### src/rtl/cal_ram_ctrl_if.sv
// Bus bundle between the calibration RAM controller and its clients:
// the I2C byte loader, the compute unit read port and the single-port RAM.
interface cal_ram_ctrl_if #(
    parameter int DATA_OPM_SZ = 16,
    parameter int ADDR_OPM_SZ = 4
);
    logic                   i_load_start;
    logic                   i_byte_vld;
    logic [7:0]             i_byte;
    logic                   o_load_done;
    logic                   o_ovf;
    logic                   i_rd_req;
    logic [ADDR_OPM_SZ-1:0] i_rd_addr;
    logic                   o_rd_ack;
    logic [DATA_OPM_SZ-1:0] o_rd_data;
    logic                   o_we;
    logic [ADDR_OPM_SZ-1:0] o_addr_opm;
    logic [DATA_OPM_SZ-1:0] o_data_wr_opm;
    logic [DATA_OPM_SZ-1:0] i_data_opm;

    modport slave (
        input  i_load_start, i_byte_vld, i_byte, i_rd_req, i_rd_addr, i_data_opm,
        output o_load_done, o_ovf, o_rd_ack, o_rd_data, o_we, o_addr_opm, o_data_wr_opm
    );

    modport master (
        output i_load_start, i_byte_vld, i_byte, i_rd_req, i_rd_addr, i_data_opm,
        input  o_load_done, o_ovf, o_rd_ack, o_rd_data, o_we, o_addr_opm, o_data_wr_opm
    );
endinterface

### src/rtl/cal_ram_ctrl.sv
// Packs the MSB-first calibration byte stream into words, writes them to consecutive
// RAM addresses and shares the single RAM port with word reads from the compute unit.
module cal_ram_ctrl #(
    parameter int DATA_OPM_SZ = 16,
    parameter int ADDR_OPM_SZ = 4,
    parameter int NUM_WORDS   = 11
) (
    input logic          clk,
    input logic          rst,
    cal_ram_ctrl_if.slave bus
);
    localparam int WP_SZ = ADDR_OPM_SZ + 1;

    typedef enum logic [1:0] {IDLE, WR, RD_ADDR, RD_CAP} state_t;

    state_t                 r_state;
    state_t                 w_next;
    logic [WP_SZ-1:0]       r_wp;
    logic                   r_toggleLo;
    logic [7:0]             r_hi;
    logic [DATA_OPM_SZ-1:0] r_word;
    logic                   r_pend;
    logic                   r_done;
    logic                   r_ovf;
    logic [ADDR_OPM_SZ-1:0] r_addrQ;
    logic [ADDR_OPM_SZ-1:0] r_addrLast;
    logic                   r_rdAck;
    logic [DATA_OPM_SZ-1:0] r_rdData;

    logic                   w_byteTake;
    logic                   w_wordDone;
    logic                   w_wr;
    logic                   w_lastWr;
    logic                   w_we;
    logic [ADDR_OPM_SZ-1:0] w_addr;

    assign w_byteTake = bus.i_byte_vld && !bus.i_load_start && !r_done;
    assign w_wordDone = w_byteTake && r_toggleLo;
    assign w_wr       = (r_state == WR);
    assign w_lastWr   = w_wr && (r_wp == WP_SZ'(NUM_WORDS - 1));

    // A word completing while the previous one is being written is not a loss:
    // the RAM captures the old word at that same edge.
    always_ff @(posedge clk or posedge rst) begin
        if (rst) begin
            r_toggleLo <= 1'b0;
            r_hi       <= '0;
            r_word     <= '0;
            r_pend     <= 1'b0;
            r_ovf      <= 1'b0;
        end else if (bus.i_load_start) begin
            r_toggleLo <= 1'b0;
            r_pend     <= 1'b0;
        end else begin
            if (w_byteTake) begin
                if (!r_toggleLo) begin
                    r_hi       <= bus.i_byte;
                    r_toggleLo <= 1'b1;
                end else begin
                    r_word     <= {r_hi, bus.i_byte};
                    r_toggleLo <= 1'b0;
                end
            end
            if (w_lastWr) begin
                r_pend <= 1'b0;
            end else if (w_wordDone) begin
                r_pend <= 1'b1;
                if (r_pend && !w_wr) begin
                    r_ovf <= 1'b1;
                end
            end else if (w_wr) begin
                r_pend <= 1'b0;
            end
        end
    end

    always_ff @(posedge clk or posedge rst) begin
        if (rst) begin
            r_state    <= IDLE;
            r_wp       <= '0;
            r_done     <= 1'b0;
            r_addrQ    <= '0;
            r_addrLast <= '0;
            r_rdAck    <= 1'b0;
            r_rdData   <= '0;
        end else begin
            r_state    <= w_next;
            r_addrLast <= w_addr;
            r_rdAck    <= (r_state == RD_CAP);
            if (r_state == IDLE && w_next == RD_ADDR) begin
                r_addrQ <= bus.i_rd_addr;
            end
            if (r_state == RD_CAP) begin
                r_rdData <= (WP_SZ'(r_addrQ) >= WP_SZ'(NUM_WORDS)) ? '0 : bus.i_data_opm;
            end
            if (bus.i_load_start) begin
                r_wp   <= '0;
                r_done <= 1'b0;
            end else begin
                if (w_wr) begin
                    r_wp <= r_wp + WP_SZ'(1);
                end
                if (w_lastWr) begin
                    r_done <= 1'b1;
                end
            end
        end
    end

    // A restart in the same cycle blocks the pending write so stale data never lands at address 0.
    always_comb begin
        w_next = r_state;
        w_we   = 1'b0;
        w_addr = r_addrLast;
        case (r_state)
            IDLE: begin
                if (r_pend && !bus.i_load_start) begin
                    w_next = WR;
                end else if (bus.i_rd_req) begin
                    w_next = RD_ADDR;
                end
            end
            WR: begin
                w_we   = 1'b1;
                w_addr = r_wp[ADDR_OPM_SZ-1:0];
                w_next = IDLE;
            end
            RD_ADDR: begin
                w_addr = r_addrQ;
                w_next = RD_CAP;
            end
            RD_CAP: begin
                w_next = IDLE;
            end
            default: begin
                w_next = IDLE;
            end
        endcase
    end

    assign bus.o_we          = w_we;
    assign bus.o_addr_opm    = w_addr;
    assign bus.o_data_wr_opm = r_word;
    assign bus.o_load_done   = r_done;
    assign bus.o_ovf         = r_ovf;
    assign bus.o_rd_ack      = r_rdAck;
    assign bus.o_rd_data     = r_rdData;
endmodule

### src/flat_wrapper.sv
// flat-port wrapper written by rule: the top's interface ports become plain ports
module cal_ram_ctrl_flat 
#(
    parameter int DATA_OPM_SZ = 16,
    parameter int ADDR_OPM_SZ = 4,
    parameter int NUM_WORDS   = 11
)
  (clk, rst, bus_i_load_start, bus_i_byte_vld, bus_i_byte, bus_i_rd_req, bus_i_rd_addr, bus_i_data_opm, bus_o_load_done, bus_o_ovf, bus_o_rd_ack, bus_o_rd_data, bus_o_we, bus_o_addr_opm, bus_o_data_wr_opm);
  cal_ram_ctrl_if #(.DATA_OPM_SZ(DATA_OPM_SZ), .ADDR_OPM_SZ(ADDR_OPM_SZ)) bus_i ();
  input logic clk;
  input logic rst;
  input wire logic [$bits(bus_i.i_load_start)-1:0] bus_i_load_start;
  input wire logic [$bits(bus_i.i_byte_vld)-1:0] bus_i_byte_vld;
  input wire logic [$bits(bus_i.i_byte)-1:0] bus_i_byte;
  input wire logic [$bits(bus_i.i_rd_req)-1:0] bus_i_rd_req;
  input wire logic [$bits(bus_i.i_rd_addr)-1:0] bus_i_rd_addr;
  input wire logic [$bits(bus_i.i_data_opm)-1:0] bus_i_data_opm;
  output wire logic [$bits(bus_i.o_load_done)-1:0] bus_o_load_done;
  output wire logic [$bits(bus_i.o_ovf)-1:0] bus_o_ovf;
  output wire logic [$bits(bus_i.o_rd_ack)-1:0] bus_o_rd_ack;
  output wire logic [$bits(bus_i.o_rd_data)-1:0] bus_o_rd_data;
  output wire logic [$bits(bus_i.o_we)-1:0] bus_o_we;
  output wire logic [$bits(bus_i.o_addr_opm)-1:0] bus_o_addr_opm;
  output wire logic [$bits(bus_i.o_data_wr_opm)-1:0] bus_o_data_wr_opm;
  assign bus_i.i_load_start = bus_i_load_start;
  assign bus_i.i_byte_vld = bus_i_byte_vld;
  assign bus_i.i_byte = bus_i_byte;
  assign bus_i.i_rd_req = bus_i_rd_req;
  assign bus_i.i_rd_addr = bus_i_rd_addr;
  assign bus_i.i_data_opm = bus_i_data_opm;
  assign bus_o_load_done = bus_i.o_load_done;
  assign bus_o_ovf = bus_i.o_ovf;
  assign bus_o_rd_ack = bus_i.o_rd_ack;
  assign bus_o_rd_data = bus_i.o_rd_data;
  assign bus_o_we = bus_i.o_we;
  assign bus_o_addr_opm = bus_i.o_addr_opm;
  assign bus_o_data_wr_opm = bus_i.o_data_wr_opm;
  cal_ram_ctrl #(.DATA_OPM_SZ(DATA_OPM_SZ), .ADDR_OPM_SZ(ADDR_OPM_SZ), .NUM_WORDS(NUM_WORDS)) u_core (.clk(clk), .rst(rst), .bus(bus_i));
endmodule
### config.mk
export PLATFORM = sky130hd
export DESIGN_NAME = cal_ram_ctrl_flat
export DESIGN_NICKNAME = d
export VERILOG_FILES = /design/src/rtl/cal_ram_ctrl_if.sv /design/src/rtl/cal_ram_ctrl.sv /design/src/flat_wrapper.sv
export SDC_FILE = /design/constraint.sdc
export NUM_CORES = 1
export LEC_CHECK = 0
export BUFFER_PORTS_ARGS = -buffer_cell sky130_fd_sc_hd__buf_2
export CORE_MARGIN = 1
export CORE_UTILIZATION = 30
export DETAILED_ROUTE_END_ITERATION = 16
export RECOVER_POWER = 100
export SYNTH_ARGS = -nofsm -noshare
export SYNTH_HDL_FRONTEND = slang
export SYNTH_SLANG_ARGS = --single-unit
### constraint.sdc
create_clock -name clk -period 1.88 [get_ports clk]
set_clock_uncertainty 0.2 [all_clocks]
set_input_delay 0.094 -clock clk [delete_from_list [all_inputs] [get_ports clk]]
set_output_delay 0.094 -clock clk [all_outputs]
set_load 0.03 [all_outputs]
==> results.toml, run 1 <==
[timing]
worstMarginPinSlew_ns = 0.497
relSlewSlack_pct = 66.9
fmax_ghz = 0.536
setup_viol = 0
grt_setup_unrepaired = "yes"
finalCritPeriodShare_pct = 99.3
holdWs_ns = 0.0332
hold_violations = 0
min_period_ns = 1.87
slew_viol_final = 0

[grt]
grt_pass1_vias = 1841
track_usage_pct = 13.8
grt_max_degree = 22
grt_pass1_wl_mm = 8.85
overflow = 0
antenna_found_initial = 0

[worst_setup_path]
crit_type = "register to primary output"
r2r-start = "u_core.bus.o_load_done"
critical_path.max_fanout = 8
crit_arrival_ns = 1.57
path_cells = "inv_4 -> ha_4 -> nor2_2 -> a21oi_2 -> buf_6"
r2r_slack_ns = 0.11
endpoint_kind = "primary output"
critPathLaunchType = "register"
required_ns = 1.59
reg2reg_depth = 4
slowest_stage = "dfrtp_2"
slowest_delay_ns = 0.43
r2r_end = "u_core.bus.o_data_wr_opm[14]"

[power_and_ir_drop]
powerDensity_nw_per_um2 = 1680
leakage_nw = 1.58
sequentialPowerShare_pct = 34.1
switching_share_pct = 39.9
power_mw = 5.99
clock_power_share_pct = 21.0
ir_drop_mv = 0.705
switchingPower_mw = 2.39
intPower_mw = 3.60
comb_power_share_pct = 44.8

[worst_hold_path]
min_path_type = "input port to register"
min_delay_worst_endpoint = "u_core.r_state[0]"
hold_start = "bus_i_rd_req"
hold_depth = 4

[routing]
wl_per_cell_um = 13.5
vias_per_cell = 4.42
drc = 0
firstDrtPassIters = 4
postRouteAntennaNets = 0
num_vias = 1753
wl_mm = 5.34
first_iter_violations = 32

[layout]
diodes = 0
final_cell_mix = "dfrtp_1 (59), clkbuf_1 (36), buf_2 (33), dlygate4sd3_1 (31), mux2_2 (27)"
drive_above_1_share_pct = 36.9
syn_to_final_growth_pct = 45.5
final_common_cell = "dfrtp_1"
fin_nets = 330

[floorplan]
core.rowCount = 32
start_util_pct = 31.3
die_area_um2 = 8510
die_w_um = 92.2
die_y_um = 92.2
core-area_um2 = 7810
ios = 73

[synthesis]
async_flop_share_pct = 100
synth_edf_count = 0
synth_seq_cells = 60
avgSynthCellArea_um2 = 14.2
ys.flop_type = "dfrtp_1"
syn_area_um2 = 2440
ys_warn_count = 0
synthCells = 172
synth_cell_types = 36
seq_area_frac_synth_pct = 61.5
syn_nets = 212

[placed_design]
hpwl_mm = 3.54
io_buffers = 72
place.gp.congestion = 0.745

[clock_network]
cts_tree = "built"
clock_latency_ns = 0.33
cts_root_buf = "clkbuf_8"
clock_sinks = 60
htreeDepth = 3
cts_buffers = 9
path_clk_slew_ns = 0.06
cts_buffer_depth = 2

[run]
cap_violations = 0

[run_status]
outcome = "complete, no violations"
[how the worst max path moves through the flow]
stage	cells past startpoint	from	end	slack, ns
6_report	5	u_core.r_state[0]	bus_o_addr_opm[2]	0.01
5_1_grt	5	u_core.r_state[0]	bus_o_addr_opm[2]	-0.05
4_1_cts	5	u_core.r_state[0]	bus_o_addr_opm[3]	-0.005
3_5_place_dp	4	u_core.r_state[1]	u_core.bus.o_rd_data[0]	0.06
3_3_place_gp	4	u_core.r_state[0]	u_core.bus.o_rd_data[4]	0.10
2_1_floorplan	5	u_core.r_state[0]	u_core.r_addrLast[3]	0.03
[synthesized netlist by cell type (all sizes together), types with 3 or more instances]
cell | number | area share [%]
mux2 | 28 | 13
clkbuf | 3 | 0.46
dfrtp | 60 | 61
nor2 | 11 | 1.7
a22oi | 3 | 0.92
ha | 7 | 3.6
buf | 4 | 1.4
inv | 6 | 0.92
a21oi | 4 | 0.97
a22o | 16 | 5.7
xor2 | 3 | 1.1
nand2 | 4 | 0.61
[power groups by stage]
stage | clock (mW) | combinational (mW) | sequential [mW]
floorplan | 0 | 1.15 | 2.59
global placement | 0 | 2.38 | 2.02
detailed placement | 0 | 2.41 | 2.04
CTS | 1.30 | 2.70 | 2.02
global route | 1.35 | 2.87 | 2.10
finish | 1.26 | 2.68 | 2.04
[flip-flops by register name, summed over array words and instances (netlist names)]
name                      count
u_core.bus.o_rd_data         16
u_core.r_addrLast             4
u_core.r_wp                   5
u_core.bus.o_load_done        1
u_core.r_state                2
u_core.r_hi                   8
u_core.r_addrQ                4
u_core.r_pend                 1
u_core.bus.o_ovf              1
u_core.r_toggleLo             1
u_core.bus.o_data_wr_opm     16
u_core.bus.o_rd_ack           1
[layer usage]
layer  wire length (um)  track usage, %  vias up  part of all wire [%]
met5                  0               0        -                     0
met4                149            8.72        0                   2.8
met3                197            3.32       11                   3.7
met2               2650            22.7       44                    50
met1               2350            16.2      848                    44
li1                   -               -      850                     -
[worst max-delay path, delay by kind of cell, from the launching register on]
kind | cells | cell delay (ns)
AO/OA/AOI/OAI | 1 | 0.18
buffers and inverters | 2 | 0.23
AND/OR/NAND/NOR | 1 | 0.06
adder cells (fa/ha/maj) | 1 | 0.34
flip-flops | 1 | 0.43
[through the flow]
| stage | instance area (um2) | cells | worst slack, ns | setup TNS [ns] | utilization (%) |
|---|---|---|---|---|---|
| CTS | 3580 | 396 | -0.00489 | -0.00489 | 45.8 |
| global placement | 2980 | 347 | 0.100 | 0 | 38.1 |
| finish | 3550 | 397 | 0.0137 | 0 | 45.5 |
| global route | 3550 | 397 | -0.0514 | -0.171 | 45.5 |
| floorplan | 2460 | 172 | 0.0331 | 0 | - |
| detailed placement | 2980 | 347 | 0.0623 | 0 | 38.1 |
[area by class of cell]
type,count,area [um2]
fill,724,4250
sequential,60,1500
multi-input combinational,98,936
timing repair buffer,114,743
clock buffer,11,141
tap,102,128
clock inverter,5,75.1
inverter,7,28.8
[cell families after synthesis]
family          synth area share (%)
compound gates                  9.99
xor+xnor                        1.79
fa+ha+maj                       3.59
buf+inv                         2.97
flops                           61.5
mux                             13.5
simple gates                    6.71
[timing repair]
item | 4_1_cts | 5_1_grt
cloned | 0 | 0
hold buffers | 31 | 0
endpoints found under the setup margin | 4 | 4
setup buffers | 2 | 1
pin swaps | 3 | 2
resized for setup | 15 | 7
hold endpoints to repair | 102 | 0
Power figures use the tool's default switching activity.
==> inputs of run 2 (changes only) <==
--- a/config.mk
+++ b/config.mk
@@ -5,6 +5,7 @@
 export SDC_FILE = /design/constraint.sdc
 export NUM_CORES = 1
 export LEC_CHECK = 0
+export ABC_AREA = 1
 export BUFFER_PORTS_ARGS = -buffer_cell sky130_fd_sc_hd__buf_2
 export CORE_MARGIN = 1
 export CORE_UTILIZATION = 30
==> run 2 against run 1 <==
Net effect:
- final area up 0.92%
- count of clock-buffer cells in the layout up 2
- synthesized cell count up 62%
- final cell count up 26%
- first-iteration DRC count rose to 3.1 times the previous value
- register-to-register slack about the same
- non-clock buffer count down 4
- critical endpoint unchanged
==> results.toml, run 2 <==
[run_status]
outcome = "complete, no violations"

[layout]
fin_nets = 432
drive_above_1_share_pct = 19.2
syn_to_final_growth_pct = 39.2
final_common_cell = "nand2_1"
final_cell_mix = "nand2_1 (93), dfrtp_1 (60), clkbuf_1 (39), nand3_1 (33), dlygate4sd3_1 (32)"
diodes = 0
utilization_pct = 43.4

[floorplan]
start_util_pct = 31.2
core.rowCount = 33
ios = 73
core-area_um2 = 8260
die_w_um = 94.7
die_area_um2 = 8960
die_y_um = 94.7

[worst_setup_path]
r2r_end = "u_core.bus.o_rd_data[5]"
endpoint_kind = "primary output"
critical_path.max_fanout = 8
r2r-start = "u_core.r_state[0]"
crit_type = "register to primary output"
r2r_slack_ns = 0.10
required_ns = 1.59
crit_arrival_ns = 1.57
critPathLaunchType = "register"
reg2reg_depth = 5

[synthesis]
synth_cell_types = 27
ys.flop_type = "dfrtp_1"
synth_seq_cells = 60
synth_edf_count = 0
synthCells = 279
async_flop_share_pct = 100
synthTopCellsByCount = "nand2_1 (90), dfrtp_1 (60), nand3_1 (33), inv_1 (27), o21ai_0 (16)"
syn_nets = 319
syn_area_um2 = 2580
seq_area_frac_synth_pct = 58.3
ys_warn_count = 0
yosysMostFrequentCell = "nand2_1"
yosysTopAreaCell = "dfrtp_1"
netlist.area_leader.share_pct = 58.3
ys_top_cells_by_area = "dfrtp_1 (58%), nand2_1 (13%), nand3_1 (6.4%)"
avgSynthCellArea_um2 = 9.23

[routing]
wl_per_cell_um = 12.1
vias_per_cell = 4.44
firstDrtPassIters = 4
first_iter_violations = 100
num_vias = 2223
postRouteAntennaNets = 0
drc = 0
wl_mm = 6.05

[clock_network]
cts_tree = "built"
htreeDepth = 3
cts_root_buf = "clkbuf_8"
cts_buffers = 9
clock_sinks = 60
cts_buffer_depth = 2
path_clk_slew_ns = 0.07
clock_latency_ns = 0.34

[worst_hold_path]
hold_start = "u_core.bus.o_data_wr_opm[1]"
min_path_type = "register to register"
min_delay_worst_endpoint = "u_core.bus.o_data_wr_opm[1]"
hold_depth = 2

[placed_design]
hpwl_mm = 3.83
place.gp.congestion = 0.812
io_buffers = 72

[timing]
grt_setup_unrepaired = "yes"
fmax_ghz = 0.537
slew_viol_final = 0
hold_violations = 0
relSlewSlack_pct = 45.2
worstMarginPinSlew_ns = 0.821
setup_viol = 0
finalCritPeriodShare_pct = 99.0
min_period_ns = 1.86

[grt]
track_usage_pct = 14.2
grtUsageMet1_pct = 16.8
top_usage_layer = "met2"
antenna_found_initial = 0
globalRouteMet2Util_pct = 23.0
use_met3_pct = 6.52
overflow = 0
grt_max_degree = 61
grt_pass1_vias = 2056
grt_pass1_wl_mm = 9.65

[run]
cap_violations = 0

[power_and_ir_drop]
leakage_nw = 1.77
power_mw = 5.62
ir_drop_mv = 0.595
powerDensity_nw_per_um2 = 1570
[run 2: per-layer routing]
| layer | share of wire, % | up-vias | wire length, um |
|---|---|---|---|
| li1 | - | 1116 | - |
| met1 | 45 | 1030 | 2710 |
| met2 | 48 | 73 | 2880 |
| met3 | 7.0 | 4 | 422 |
| met4 | 0.81 | 0 | 49 |
| met5 | 0 | - | 0 |
[run 2: what timing repair did]
| item | CTS | global route |
|---|---|---|
| endpoints found under the setup margin | 4 | 4 |
| pin swaps | 1 | 1 |
| endpoints found under the hold margin | 105 | 0 |
| gates resized for setup | 13 | 6 |
| buffers inserted | 2 | 1 |
| hold buffers | 32 | 0 |
[run 2: where the power goes]
part	leakage (nW)	total [mW]	switching [mW]	internal, mW
clock	0.0893	1.01	0.472	0.539
sequential	0.762	1.98	0.251	1.73
combinational	0.919	2.63	1.74	0.889
[run 2: layout make-up]
class	count	area (um2)
flip-flops and latches	60	1500
inverters	31	119
clock buffers	13	159
repair buffers	110	702
multi-input cells	180	965
fillers	817	4670
well taps	105	131
clock inverters	2	10.0
[run 2: critical path, cell delays in order, from the launching register on]
cell     delay (ns)
dfrtp_1        0.37
inv_2          0.08
ha_4           0.35
nor2_2         0.06
a31oi_2        0.19
buf_6          0.16
[run 2: cell families after synthesis]
| group | count (synthesis) | share of synthesized area (%) |
|---|---|---|
| adders and majority gates | 7 | 3.40 |
| and+or+nand+nor | 142 | 24.4 |
| AOI/OAI and AO/OA | 31 | 7.09 |
| buffers and inverters | 39 | 6.80 |
| DFF | 60 | 58.3 |
[run 2: worst max-delay path by stage]
stage | from | endpoint | slack (ns) | cells after the start
after detailed placement | u_core.r_state[0] | bus_o_addr_opm[2] | 0.11 | 5
after global placement | u_core.r_state[0] | bus_o_addr_opm[0] | 0.18 | 5
final | u_core.r_state[0] | bus_o_addr_opm[2] | 0.02 | 5
after CTS | u_core.r_state[0] | bus_o_addr_opm[2] | 0.03 | 5
after floorplan | u_core.r_state[1] | u_core.r_addrLast[1] | 0.02 | 5
after global routing | u_core.r_state[0] | bus_o_addr_opm[3] | -0.07 | 5
[run 2: stage by stage]
step                      area [um2]  worst slack [ns]  setup TNS, ns  cells  hold WS (ns)
after detailed placement        3070             0.107              0    451      -0.00823
after global placement          3070             0.176              0    451       -0.0154
after CTS                       3630            0.0271              0    500         0.167
final                           3590            0.0192              0    501         0.267
after global routing            3590           -0.0703         -0.563    501         0.291
after floorplan                 2600            0.0166              0    279       -0.0429
==> inputs of run 3 (changes only) <==
--- a/config.mk
+++ b/config.mk
@@ -10,7 +10,6 @@
 export CORE_MARGIN = 1
 export CORE_UTILIZATION = 30
 export DETAILED_ROUTE_END_ITERATION = 16
-export RECOVER_POWER = 100
 export SYNTH_ARGS = -nofsm -noshare
 export SYNTH_HDL_FRONTEND = slang
 export SYNTH_SLANG_ARGS = --single-unit
==> run 3 against run 2 <==
Net effect:
- worst hold slack got worse by 0.099 ns
- sequential power barely moved
- via count did not move
- worst setup slack better by 0.0022 ns
- highest routed layer unchanged
- count of clock-buffer cells in the layout stayed put
- sequential cell count unchanged
- critical endpoint unchanged
- largest power group unchanged
- die area unchanged
==> results.toml, run 3 (synthesis results as in run 2) <==
[grt]
overflow = 0
grt_max_degree = 61
antenna_found_initial = 0
grt_pass1_vias = 2056
grt_pass1_wl_mm = 9.65
track_usage_pct = 14.2

[worst_setup_path]
crit_type = "register to primary output"
critPathLaunchType = "register"
path_cells = "inv_2 -> ha_4 -> nor2_2 -> a31oi_2 -> buf_6"
crit_arrival_ns = 1.56
required_ns = 1.59
reg2reg_depth = 8
cp-endpoint = "bus_o_addr_opm[2]"
slowest_delay_ns = 0.37
r2r-start = "u_core.r_state[0]"
setup.worst_path.start = "u_core.r_state[0]"
r2r_end = "u_core.r_addrQ[1]"
critical_path.max_fanout = 8
slowest_stage = "dfrtp_1"
r2r_slack_ns = 0.31
endpoint_kind = "primary output"

[timing]
relSlewSlack_pct = 78.4
slew_viol_final = 0
min_period_ns = 1.86
fmax_ghz = 0.538
layout_setup_ws_ns = 0.0215
hold_violations = 0
timing.setup.tns_ns = 0
finalCritPeriodShare_pct = 98.9
setup_viol = 0
grt_setup_unrepaired = "yes"
worstMarginPinSlew_ns = 0.323

[power_and_ir_drop]
power_mw = 5.72
leakage_nw = 1.90
ir_drop_mv = 0.609
powerDensity_nw_per_um2 = 1560

[floorplan]
ios = 73
start_util_pct = 31.2
core.rowCount = 33
die_w_um = 94.7
core-area_um2 = 8260
die_area_um2 = 8960
die_y_um = 94.7

[placed_design]
dp_slack_ns = 0.107
postPlaceCellArea_um2 = 3070
hpwl_mm = 3.83
place.gp.congestion = 0.812
io_buffers = 72

[clock_network]
cts_buffers = 9
cts_root_buf = "clkbuf_8"
cts_tree = "built"
clock_sinks = 60
cts_buffer_depth = 2
path_clk_slew_ns = 0.07
htreeDepth = 3
clock_latency_ns = 0.34

[routing]
wl_mm = 6.01
firstDrtPassIters = 4
num_vias = 2223
drc = 0
wl_per_cell_um = 12.0
postRouteAntennaNets = 0
vias_per_cell = 4.44
first_iter_violations = 128

[layout]
syn_to_final_growth_pct = 42.0
fin_area_um2 = 3660
fin_nets = 432
drive_above_1_share_pct = 30.1
final_cell_mix = "nand2_1 (90), buf_2 (68), dfrtp_1 (60), nand3_1 (33), dlygate4sd3_1 (32)"
utilization_pct = 44.3
final_common_cell = "nand2_1"
diodes = 0

[run]
cap_violations = 0

[run_status]
outcome = "complete, no violations"

[worst_hold_path]
min_path_type = "input port to asynchronous set/reset pin"
## run 3: cell types whose count changed in the layout (fill, tap and decap cells not counted), sizes merged
cell,before,now
clkbuf,53,13
buf,38,78
## run 3: worst min-delay path by stage
stage                                 from                       to  slack [ns]  cells after the start
after global routing                   rst        u_core.r_addrQ[2]        0.20                      4
after detailed placement               rst  u_core.bus.o_rd_data[3]      -0.008                      3
after CTS                              rst        u_core.r_addrQ[3]        0.17                      4
after global placement                 rst  u_core.bus.o_rd_data[2]       -0.02                      3
final                                  rst        u_core.r_addrQ[3]        0.17                      4
after floorplan           bus_i_load_start   u_core.bus.o_load_done       -0.04                      1
## run 3: worst max-delay path, delay by kind of cell (launching register included)
kind                       cells  cell delay [ns]
AOI/OAI and AO/OA              1             0.19
adders and majority gates      1             0.35
buffers and inverters          2             0.24
DFF                            1             0.37
and+or+nand+nor                1             0.06
## run 3: timing repair
item                       4_1_cts  5_1_grt
pin swaps                        1        1
hold buffers                    32        0
setup endpoints to repair        4        4
gates resized for setup         13        6
hold endpoints to repair       105        0
buffers inserted                 2        1
## run 3: report_power, final
part / internal (mW) / switching [mW]
sequential: 1.73 / 0.245
combinational: 0.984 / 1.74
clock: 0.539 / 0.475
## run 3: per-stage QoR
step / instances / hold WS (ns)
final: 501 / 0.169
after global routing: 501 / 0.199
after CTS: 500 / 0.167
after detailed placement: 451 / -0.00823
after global placement: 451 / -0.0154
after floorplan: 279 / -0.0429
## run 3: cell type report
type | instances | area [um2]
fill | 793 | 4600
sequential | 60 | 1500
multi-input combinational | 180 | 972
timing repair buffer | 110 | 763
clock buffer | 13 | 159
tap | 105 | 131
inverter | 31 | 121
clock inverter | 2 | 10.0
## run 3: layer usage
metal  part of all wire (%)  up-vias  wire length (um)  global-route usage [%]
li1                       -     1114                 -                       -
met4                   0.85        0                51                    4.17
met5                      0        -                 0                       0
met2                     47       70              2840                    23.0
met1                     45     1035              2690                    16.8
met3                    7.0        4               423                    6.52
